`src/rtl/icache_pkg.sv`:
```
// Shared constants, FSM state type and address helpers for the instruction-cache refill path.
// The CRITICAL_WORD_FIRST_EN build option is consumed by icache_refill_ctrl.
package icache_pkg;

    localparam int ADDR_W   = 32;
    localparam int WORD_W   = 32;
    localparam int WORDS    = 4;
    localparam int LINE_W   = WORDS * WORD_W;
    localparam int OFFS_LSB = 2;
    localparam int IDX_LSB  = 4;
    localparam int TAG_LSB  = 7;

    typedef enum logic [1:0] {
        IDLE,
        REQ,
        DONE
    } state_t;

    function automatic logic [ADDR_W-1:0] line_base(input logic [ADDR_W-1:0] addr);
        return {addr[ADDR_W-1:IDX_LSB], {IDX_LSB{1'b0}}};
    endfunction

endpackage

```
`src/rtl/icache_line_asm.sv`:
```
// Line assembly register: four word slots, one of which is written per accepted memory beat.
module icache_line_asm
    import icache_pkg::*;
(
    input  logic              clk,
    input  logic              rst,
    input  logic              wr_en,
    input  logic [1:0]        wr_slot,
    input  logic [WORD_W-1:0] wr_data,
    output logic [LINE_W-1:0] line
);

    always_ff @(posedge clk or negedge rst) begin
        if (!rst) begin
            line <= '0;
        end else if (wr_en) begin
            line[wr_slot*WORD_W +: WORD_W] <= wr_data;
        end
    end

endmodule

```
`src/rtl/icache_refill_ctrl.sv`:
```
// Instruction-cache miss refill: fetches four words from memory and presents the assembled line.
// Build option CRITICAL_WORD_FIRST_EN fetches the missed word first and adds crit_valid/crit_word.
//
// state | meaning
// IDLE  | waiting for miss_req
// REQ   | mem_req high, one word captured per mem_ack
// DONE  | fill_valid strobe, back to IDLE next cycle
module icache_refill_ctrl
    import icache_pkg::*;
(
    input  logic              clk,
    input  logic              rst,
    input  logic              miss_req,
    input  logic [ADDR_W-1:0] miss_addr,
    output logic              busy,
    output logic              mem_req,
    output logic [ADDR_W-1:0] mem_addr,
    input  logic              mem_ack,
    input  logic [WORD_W-1:0] mem_rdata,
    output logic              fill_valid,
    output logic [ADDR_W-1:0] fill_addr,
    output logic [LINE_W-1:0] dataLine
`ifdef CRITICAL_WORD_FIRST_EN
    ,
    output logic              crit_valid,
    output logic [WORD_W-1:0] crit_word
`endif
);

    state_t            state, state_nxt;
    logic [1:0]        beat, beat_nxt;
    logic [ADDR_W-1:0] base, base_nxt;
    logic [1:0]        word_sel;
    logic              cap;

`ifdef CRITICAL_WORD_FIRST_EN
    logic [1:0] offs, offs_nxt;
    assign word_sel = beat + offs;
`else
    assign word_sel = beat;
`endif

    always_ff @(posedge clk or negedge rst) begin
        if (!rst) begin
            state <= IDLE;
            beat  <= '0;
            base  <= '0;
`ifdef CRITICAL_WORD_FIRST_EN
            offs  <= '0;
`endif
        end else begin
            state <= state_nxt;
            beat  <= beat_nxt;
            base  <= base_nxt;
`ifdef CRITICAL_WORD_FIRST_EN
            offs  <= offs_nxt;
`endif
        end
    end

    always_comb begin
        state_nxt = state;
        beat_nxt  = beat;
        base_nxt  = base;
        cap       = 1'b0;
`ifdef CRITICAL_WORD_FIRST_EN
        offs_nxt  = offs;
`endif
        case (state)
            IDLE: begin
                if (miss_req) begin
                    state_nxt = REQ;
                    beat_nxt  = '0;
                    base_nxt  = line_base(miss_addr);
`ifdef CRITICAL_WORD_FIRST_EN
                    offs_nxt  = miss_addr[OFFS_LSB +: 2];
`endif
                end
            end
            REQ: begin
                // acks outside REQ never reach here, so stray acks cannot disturb the line
                if (mem_ack) begin
                    cap      = 1'b1;
                    beat_nxt = beat + 2'd1;
                    if (beat == 2'd3) begin
                        state_nxt = DONE;
                    end
                end
            end
            DONE:    state_nxt = IDLE;
            default: state_nxt = IDLE;
        endcase
    end

    assign busy       = (state != IDLE);
    assign mem_req    = (state == REQ);
    assign fill_valid = (state == DONE);
    assign fill_addr  = base;
    assign mem_addr   = base | ADDR_W'({word_sel, 2'b00});

    icache_line_asm u_line_asm (
        .clk     (clk),
        .rst     (rst),
        .wr_en   (cap),
        .wr_slot (word_sel),
        .wr_data (mem_rdata),
        .line    (dataLine)
    );

`ifdef CRITICAL_WORD_FIRST_EN
    always_ff @(posedge clk or negedge rst) begin
        if (!rst) begin
            crit_valid <= 1'b0;
            crit_word  <= '0;
        end else begin
            crit_valid <= cap && (beat == 2'd0);
            if (cap && (beat == 2'd0)) begin
                crit_word <= mem_rdata;
            end
        end
    end
`endif

endmodule
```
`config.mk`:
```
export PLATFORM = sky130hd
export DESIGN_NAME = icache_refill_ctrl
export DESIGN_NICKNAME = d
export VERILOG_FILES = /design/src/rtl/icache_pkg.sv /design/src/rtl/icache_line_asm.sv /design/src/rtl/icache_refill_ctrl.sv
export SDC_FILE = /design/constraint.sdc
export NUM_CORES = 1
export LEC_CHECK = 0
export CAP_MARGIN = 20
export CORE_ASPECT_RATIO = 1.1
export CORE_UTILIZATION = 25
export CTS_BUF_LIST = sky130_fd_sc_hd__clkbuf_8
export DETAILED_ROUTE_END_ITERATION = 12
export SLEW_MARGIN = 40
export SYNTH_ARGS = -nofsm -noshare
export SYNTH_HDL_FRONTEND = slang
export SYNTH_HIERARCHICAL = 1
export SYNTH_SLANG_ARGS = --single-unit
export TNS_END_PERCENT = 5
```
`constraint.sdc`:
```
create_clock -name clk -period 1.8 [get_ports clk]
set_input_delay 0.36 -clock clk [delete_from_list [all_inputs] [get_ports clk]]
set_output_delay 0.36 -clock clk [all_outputs]
set_load 0.01 [all_outputs]
```
==> impl_summary.md <==
Outcome
The flow ran to the end, and the final reports show no timing, DRC or antenna violations.

Final layout
The share of final-layout standard cells stronger than drive strength 1 is 17.0%. Compared with the post-synthesis result, the final layout area differs by 52.0%. 0 antenna diodes ended up in the layout. The final instance area is 0.0104 mm^2. The final net count is 806. The share of the core filled with cells in the final layout is 38.5%.

CTS
The root cell of the clock tree is sky130_fd_sc_hd__clkbuf_8. Clock-pin slew was measured on the worst setup and hold paths at 100 ps. TritonCTS built the clock tree.

Clock tree synthesis inserted a total of 17 buffers. Once the clock tree was built, the setup fixing pass inserted 0 buffers. The total clock sinks is 160. The clock latency of the later-clocked register in the worst-skew pair is 450 ps. No sink is reached through more buffers than the 2 on the longest clock path. The deepest level of the CTS H-tree is 4.

Setup path
The arrival time reported for the critical path endpoint is 1380 ps. Together, buffers and inverters on the worst path number 1. The startpoint type of the worst setup path is a flip-flop.

STA puts the critical path data required time at 1440 ps. Of all nets on the critical path, the largest fanout is 2. The largest incremental delay on the critical path is 550 ps. The worst setup path is of the flip-flop to output port kind. The cell family contributing the most delay on the critical path is buffers and inverters. Traced cell by cell, the critical path runs through clkdlybuf4s50_1.

The endpoint type of the worst setup path is an output port. The slowest cell on the critical path is sky130_fd_sc_hd__clkdlybuf4s50_1.

Drt
The final routed wire length divided by cell count is 19.9 um. The detailed router put a total of 9480 um of wire on met1. The first-iteration detailed-routing DRC count is 319.

The detailed-route DRC error count is 0. The topmost layer with routed signal wires is met4. The met3 wire length is 1560 um. The post-detailed-route via-to-cell ratio is 4.74. After detailed routing, the total wire length is 22000 um. The total number of vias is 5228. The pre-antenna-repair detailed-routing pass consisted of 7 iterations.

The count of nets left with antenna violations once routing finished came out at 0. Detailed routing placed a total of 10600 um of wire on met2.

STA
Setup repair after global routing could not meet its margin everywhere. The period utilization is 96.6%. The worst path in the final design needs a cycle of 1740 ps, including I/O delays and setup. Setup violations remaining at the end of the flow were counted as 0. The worst setup margin is 60.4 ps. The final number of hold-violating endpoints is 0. The count of pins over their slew limit came to 0. The post-route clock skew is 13.3 ps.

After routing, the total negative slack on setup checks comes to 0 ps. The final hold slack is 348 ps. Derived from the worst setup path, the maximum achievable clock frequency is 575 MHz.

Floorplanning
Pin placement for this block handled 263 I/O pins. The floorplan die area is 0.0279 mm^2. In this run the core area contains 63 standard-cell rows. The floorplan step defined a core boundary enclosing 0.0269 mm^2.

Once the floorplan was initialized, standard cells occupied 25.3% of the core. The die is 175 um tall. The horizontal die dimension is 159 um.

Logic synthesis
For this run, the number of Yosys warnings is 6. The average cell area after synthesis is 13.6 um^2. Ranked by total cell area, the synthesized netlist is headed by sky130_fd_sc_hd__dfrtp_1 59%, sky130_fd_sc_hd__a32o_1 9.3%, sky130_fd_sc_hd__o2bb2ai_1 6.9%. The portion of synthesized cell area occupied by the leading cell type is 58.8%.

The synthesized instance count is 501. After synthesis the cells add up to 0.00681 mm^2. The leading area contributor after synthesis is sky130_fd_sc_hd__dfrtp_1. Yosys mapped a number of flops with a built-in enable equal to 0. Sequential cells were found to cover 58.8% of the synthesized design area. The commonest cells after synthesis are 160 x sky130_fd_sc_hd__dfrtp_1, 63 x sky130_fd_sc_hd__a32o_1, 61 x sky130_fd_sc_hd__nand3_1. The unique cell type count in the Yosys netlist is 33. In the synthesized netlist the dominant register cell turns out to be sky130_fd_sc_hd__dfrtp_1.

The most common cell in the synthesized netlist is sky130_fd_sc_hd__dfrtp_1. In the synthesized netlist the async set-or-reset flop fraction comes to 100%. Counting flops and latches in the post-synthesis netlist gives 160.

Global route
Entering global routing, the biggest net connects 55 pins. The initial antenna violation count is 0. The via count of the first global-routing pass is 5414.

The total overflow left after global routing is 0. The wire length of the first global-routing pass is 33500 um. For this run, the total global-route usage over all layers was measured as 15.9%.

Place
Summing all placed instances gives a cell area of 0.00977 mm^2. The worst setup slack before clock tree synthesis is -89.8 ps. At the end of routability-driven placement, the weighted congestion stood at 0.749.

Input and output buffers added on the ports amount to 252. The half-perimeter wire length of the detailed placement result is 15400 um.

Hold path
The worst hold path belongs to the class primary input to async pin.

Power
The peak ir drop on the vdd network is 0.705 mV. The static leakage is 5.47 nW. The power density over the cells is 1810 mW/mm^2.

Run
Across the run, the number of max-cap violations was 0.
## stage by stage
stage,power (mW),cells
floorplan,11.0,506
global placement,16.5,1069
detailed placement,16.6,1069
CTS,19.2,1102
global route,19.9,1102
finish,18.7,1102
## layer usage
layer / up-vias / global-route usage [%]
li1: 2351 / -
met1: 2676 / 20.0
met2: 181 / 26.0
met3: 20 / 4.15
met4: 0 / 6.41
met5: - / 0
## report_power, final
part	switching (mW)	leakage, nW	total [mW]	internal, mW
registers	1.12	2.14	6.38	5.26
clock network	1.50	0.220	2.92	1.42
logic	4.33	3.11	9.44	5.11
## kinds of logic (layout without fill, tap and decap cells)
| group | Yosys count | in the layout | share of synthesized area, % |
|---|---|---|---|
| flops | 160 | 160 | 58.8 |
| other cells | 1 | 6 | 0.0551 |
| buf+inv | 87 | 326 | 7.90 |
| mux | 29 | 29 | 5.90 |
| compound gates | 131 | 131 | 18.9 |
| fa+ha+maj | 6 | 6 | 1.10 |
| simple gates | 87 | 87 | 7.39 |
## state kept, by name (all words and copies together), names as in the netlist
signal / cells
state: 2
beat: 2
u_line_asm/line: 128
fill_addr: 28
## path summary, 6_finish.rpt
check                           cells past startpoint                start  slack, ps             endpoint
worst min register to register                      1  u_line_asm/line[11]        490  u_line_asm/line[11]
worst min-delay path                                2                  rst        350  u_line_asm/line[28]
min in group clk                                    1  u_line_asm/line[11]        490  u_line_asm/line[11]
max in group asynchronous                           3                  rst        850         fill_addr[4]
worst max-delay path                                1  u_line_asm/line[26]         60         dataLine[26]
worst max register to register                      5              beat[0]         70  u_line_asm/line[52]
## cell usage in the layout, fill, tap and decap left out, drive strengths merged, types with 2 or more instances in the layout
cell type / netlist / routed
or3b: 4 / 4
bufinv: 0 / 3
nand3: 61 / 61
clkdlybuf4s50: 0 / 116
a211o: 2 / 2
buf: 57 / 41
nor3b: 2 / 2
and3b: 3 / 3
nor2b: 3 / 3
inv: 2 / 9
dfrtp: 160 / 160
a32o: 63 / 63
o2bb2ai: 64 / 64
conb: 1 / 6
mux2: 29 / 29
nand2: 4 / 4
and4b: 2 / 2
dlymetal6s2s: 0 / 79
clkinv: 0 / 5
ha: 6 / 6
and2: 2 / 2
clkbuf: 28 / 17
dlygate4sd2: 0 / 55
## what timing repair did
item | in CTS | in global routing
gates resized for setup | 60 | 83
hold buffers | 1 | 0
setup endpoints to repair | 65 | 81
endpoints found under the hold margin | 24 | 0
## final cells by class
type,instances,area [um^2]
clock buffers,17,234
clock inverters,15,196
fillers,2575,16500
inverters,2,7.51
multi-input cells,259,2320
flip-flops and latches,160,4010
well taps,357,447
repair buffers,292,3140
(Power assumes the default switching activity.)
==> patch (same settings) <==
Re-encode `state_t` (3 states) as one-hot, 3 bits wide.
--- a/src/rtl/icache_pkg.sv
+++ b/src/rtl/icache_pkg.sv
@@ -10,10 +10,10 @@
     localparam int IDX_LSB  = 4;
     localparam int TAG_LSB  = 7;
 
-    typedef enum logic [1:0] {
-        IDLE,
-        REQ,
-        DONE
+    typedef enum logic [2:0] {
+        IDLE = 3'b001,
+        REQ  = 3'b010,
+        DONE = 3'b100
     } state_t;
 
     function automatic logic [ADDR_W-1:0] line_base(input logic [ADDR_W-1:0] addr);
Check against the original RTL: no difference found for any inputs over 4 cycles, from zero or initial values and one cycle with rst low; so few cycles prove little.
==> patch against the unedited design <==
- non-clock buffer count up 4
- first-iteration DRC count shrank 13%
- wire length shrank 0.91%
- power decreased by 33%
- sequential cell count grew 1
- worst setup slack got worse by 0.0040 ns
- clock skew about the same
- synthesized area increased by 0.53%
- final area rose by 0.11%
==> patch: results (changes against the unedited design) <==
INFO  metric run_status = finished clean (unchanged)
INFO  metric total_leakage_power = 5.21 nW (was 5.47 nW)
INFO  metric worst_ep_arrival_time = 2.09 ns (was 1.38 ns)
INFO  metric regMostFlops = u_line_asm/line (unchanged)
INFO  metric grt_antenna_before_repair = 0 (unchanged)
INFO  metric grt_max_degree = 49 (was 55)
INFO  metric grtUsageTotal = 15.4% (was 15.9%)
INFO  metric detailed_place.area = 0.00978 mm^2 (was 0.00977 mm^2)
INFO  metric reg2reg_to = u_line_asm/line[5]$_DFFE_PN0P_ (was u_line_asm/line[52]$_DFFE_PN0P_)
INFO  metric timing.clock.skew = 0.0136 ns (was 0.0133 ns)
INFO  metric final.fill_count = 2622 (was 2575)
INFO  metric drt_iter0_drc = 276 (was 319)
INFO  metric main_area_contributors_after_synthesis = dfrtp_1 58%, a32o_1 9.2%, o2bb2ai_1 6.9% (was dfrtp_1 59%, a32o_1 9.3%, o2bb2ai_1 6.9%)
INFO  metric critPathLaunch = beat[0]$_DFFE_PN0P_ (was u_line_asm/line[26]$_DFFE_PN0P_)
INFO  metric globalRouteMet1Util = 19.7% (was 20.0%)
INFO  metric cts.htree.levels = 4 (unchanged)
INFO  metric synth_seq_area_share = 58.9% (was 58.8%)
INFO  metric grt_pass1_wl = 32800 um (was 33500 um)
INFO  metric final_layout_size_suffix_gt1_share = 16.8% (was 17.0%)
INFO  metric port_buffers = 252 (unchanged)
INFO  metric nNetsFinal = 810 (was 806)
INFO  metric grt_pass1_vias = 5236 (was 5414)
INFO  metric detailed_place_hpwl = 15400 um (about the same)
INFO  metric detailroute.via_count = 5251 (was 5228)
INFO  metric diodes = 0 (unchanged)
INFO  metric clock_transition_at_the_register_clock_pins_on_the_worst_setup_and_hold_paths_after_cts = 0.08 ns (was 0.10 ns)
INFO  metric largest_reg_flops = 128 (unchanged)
INFO  metric wl_per_cell = 19.7 um (was 19.9 um)
INFO  metric root_buffer = clkbuf_8 (unchanged)
INFO  metric peakVddDrop = 531 uV (was 705 uV)
INFO  metric critical_path.max_fanout = 32 (was 2)
INFO  metric fin_util = 38.5% (about the same)
INFO  metric clock_path_buffers = 2 (unchanged)
INFO  metric synth-main-ff-cell = dfrtp_1 (unchanged)
INFO  metric gp_routability_congestion = 0.753 (was 0.749)
INFO  metric grt_use_met2 = 24.2% (was 26.0%)
INFO  metric detail_route.first_pass.iterations = 5 (was 7)
INFO  metric grt.met3_usage = 4.37% (was 4.15%)
[patch: cell types whose count changed in the layout (fill, tap and decap cells not counted), moves of 3 or more]
cell	before	now
mux2_4	20	28
dlygate4sd2_1	55	12
clkdlybuf4s50_1	116	169
clkbuf_8	17	20
nor2_1	0	3
buf_12	15	12
inv_6	5	2
dlymetal6s2s_1	79	68
nand2_1	3	6
mux2_2	9	2
buf_4	23	31
[patch: logic make-up after synthesis]
kind of cell / Yosys count / share of synthesized area [%]
flops: 161 / 58.9
compound gates: 129 / 18.5
simple gates: 87 / 7.15
buf+inv: 86 / 7.82
mux: 30 / 6.47
fa+ha+maj: 6 / 1.10
other cells: 1 / 0.0548
[patch: worst max-delay path by stage]
stage | slack (ns) | endpoint
after floorplan | 0.05 | u_line_asm/line[106]$_DFFE_PN0P_
after global placement | -0.23 | u_line_asm/line[98]$_DFFE_PN0P_
after detailed placement | -0.23 | u_line_asm/line[113]$_DFFE_PN0P_
after CTS | 0.0003 | mem_addr[6]
after global routing | -0.02 | u_line_asm/line[5]$_DFFE_PN0P_
final | 0.06 | u_line_asm/line[5]$_DFFE_PN0P_
[patch: layer usage]
layer	vias up	part of all wire, %
met5	-	0
met4	0	2.3
met3	23	6.3
met2	194	48
met1	2687	44
li1	2347	-
[patch: report_power, final]
group | switching (mW) | internal (mW) | total, mW
combinational | 2.17 | 2.84 | 5.01
clock | 1.37 | 1.35 | 2.72
sequential | 0.471 | 4.30 | 4.77
total | 4.01 | 8.48 | 12.5
[patch: layout make-up]
class / count / share of cell area [%]
repair buffers: 296 / 30.5
flip-flops and latches: 161 / 38.9
inverters: 2 / 0.0724
well taps: 357 / 4.31
clock buffers: 20 / 2.66
clock inverters: 12 / 1.26
multi-input cells: 258 / 22.4
[patch: what timing repair did]
item	in CTS	in global routing
gates cloned	0	0
hold endpoints to repair	39	0
gates resized for setup	15	72
hold buffers	1	0
pin swaps	0	0
endpoints found under the setup margin	15	74
buffers inserted	0	1
[patch: metrics by stage]
step	hold slack, ns	TNS, ns	power (mW)	cells	setup WS [ns]
after floorplan	0.0644	0	7.52	505	0.0471
after global placement	0.327	-23.70	9.99	1072	-0.225
after detailed placement	0.332	-25.66	10.0	1072	-0.231
after CTS	0.399	0	12.8	1105	0.000304
after global routing	0.420	-0.0271	13.2	1106	-0.0232
final	0.418	0	12.5	1106	0.0565
[patch: worst max-delay path: stages, from the launching register on]
cell       delay [ns]
dfrtp_2          0.42
inv_1            0.11
ha_2             0.33
or3b_1           0.43
buf_12           0.19
o2bb2ai_1        0.17
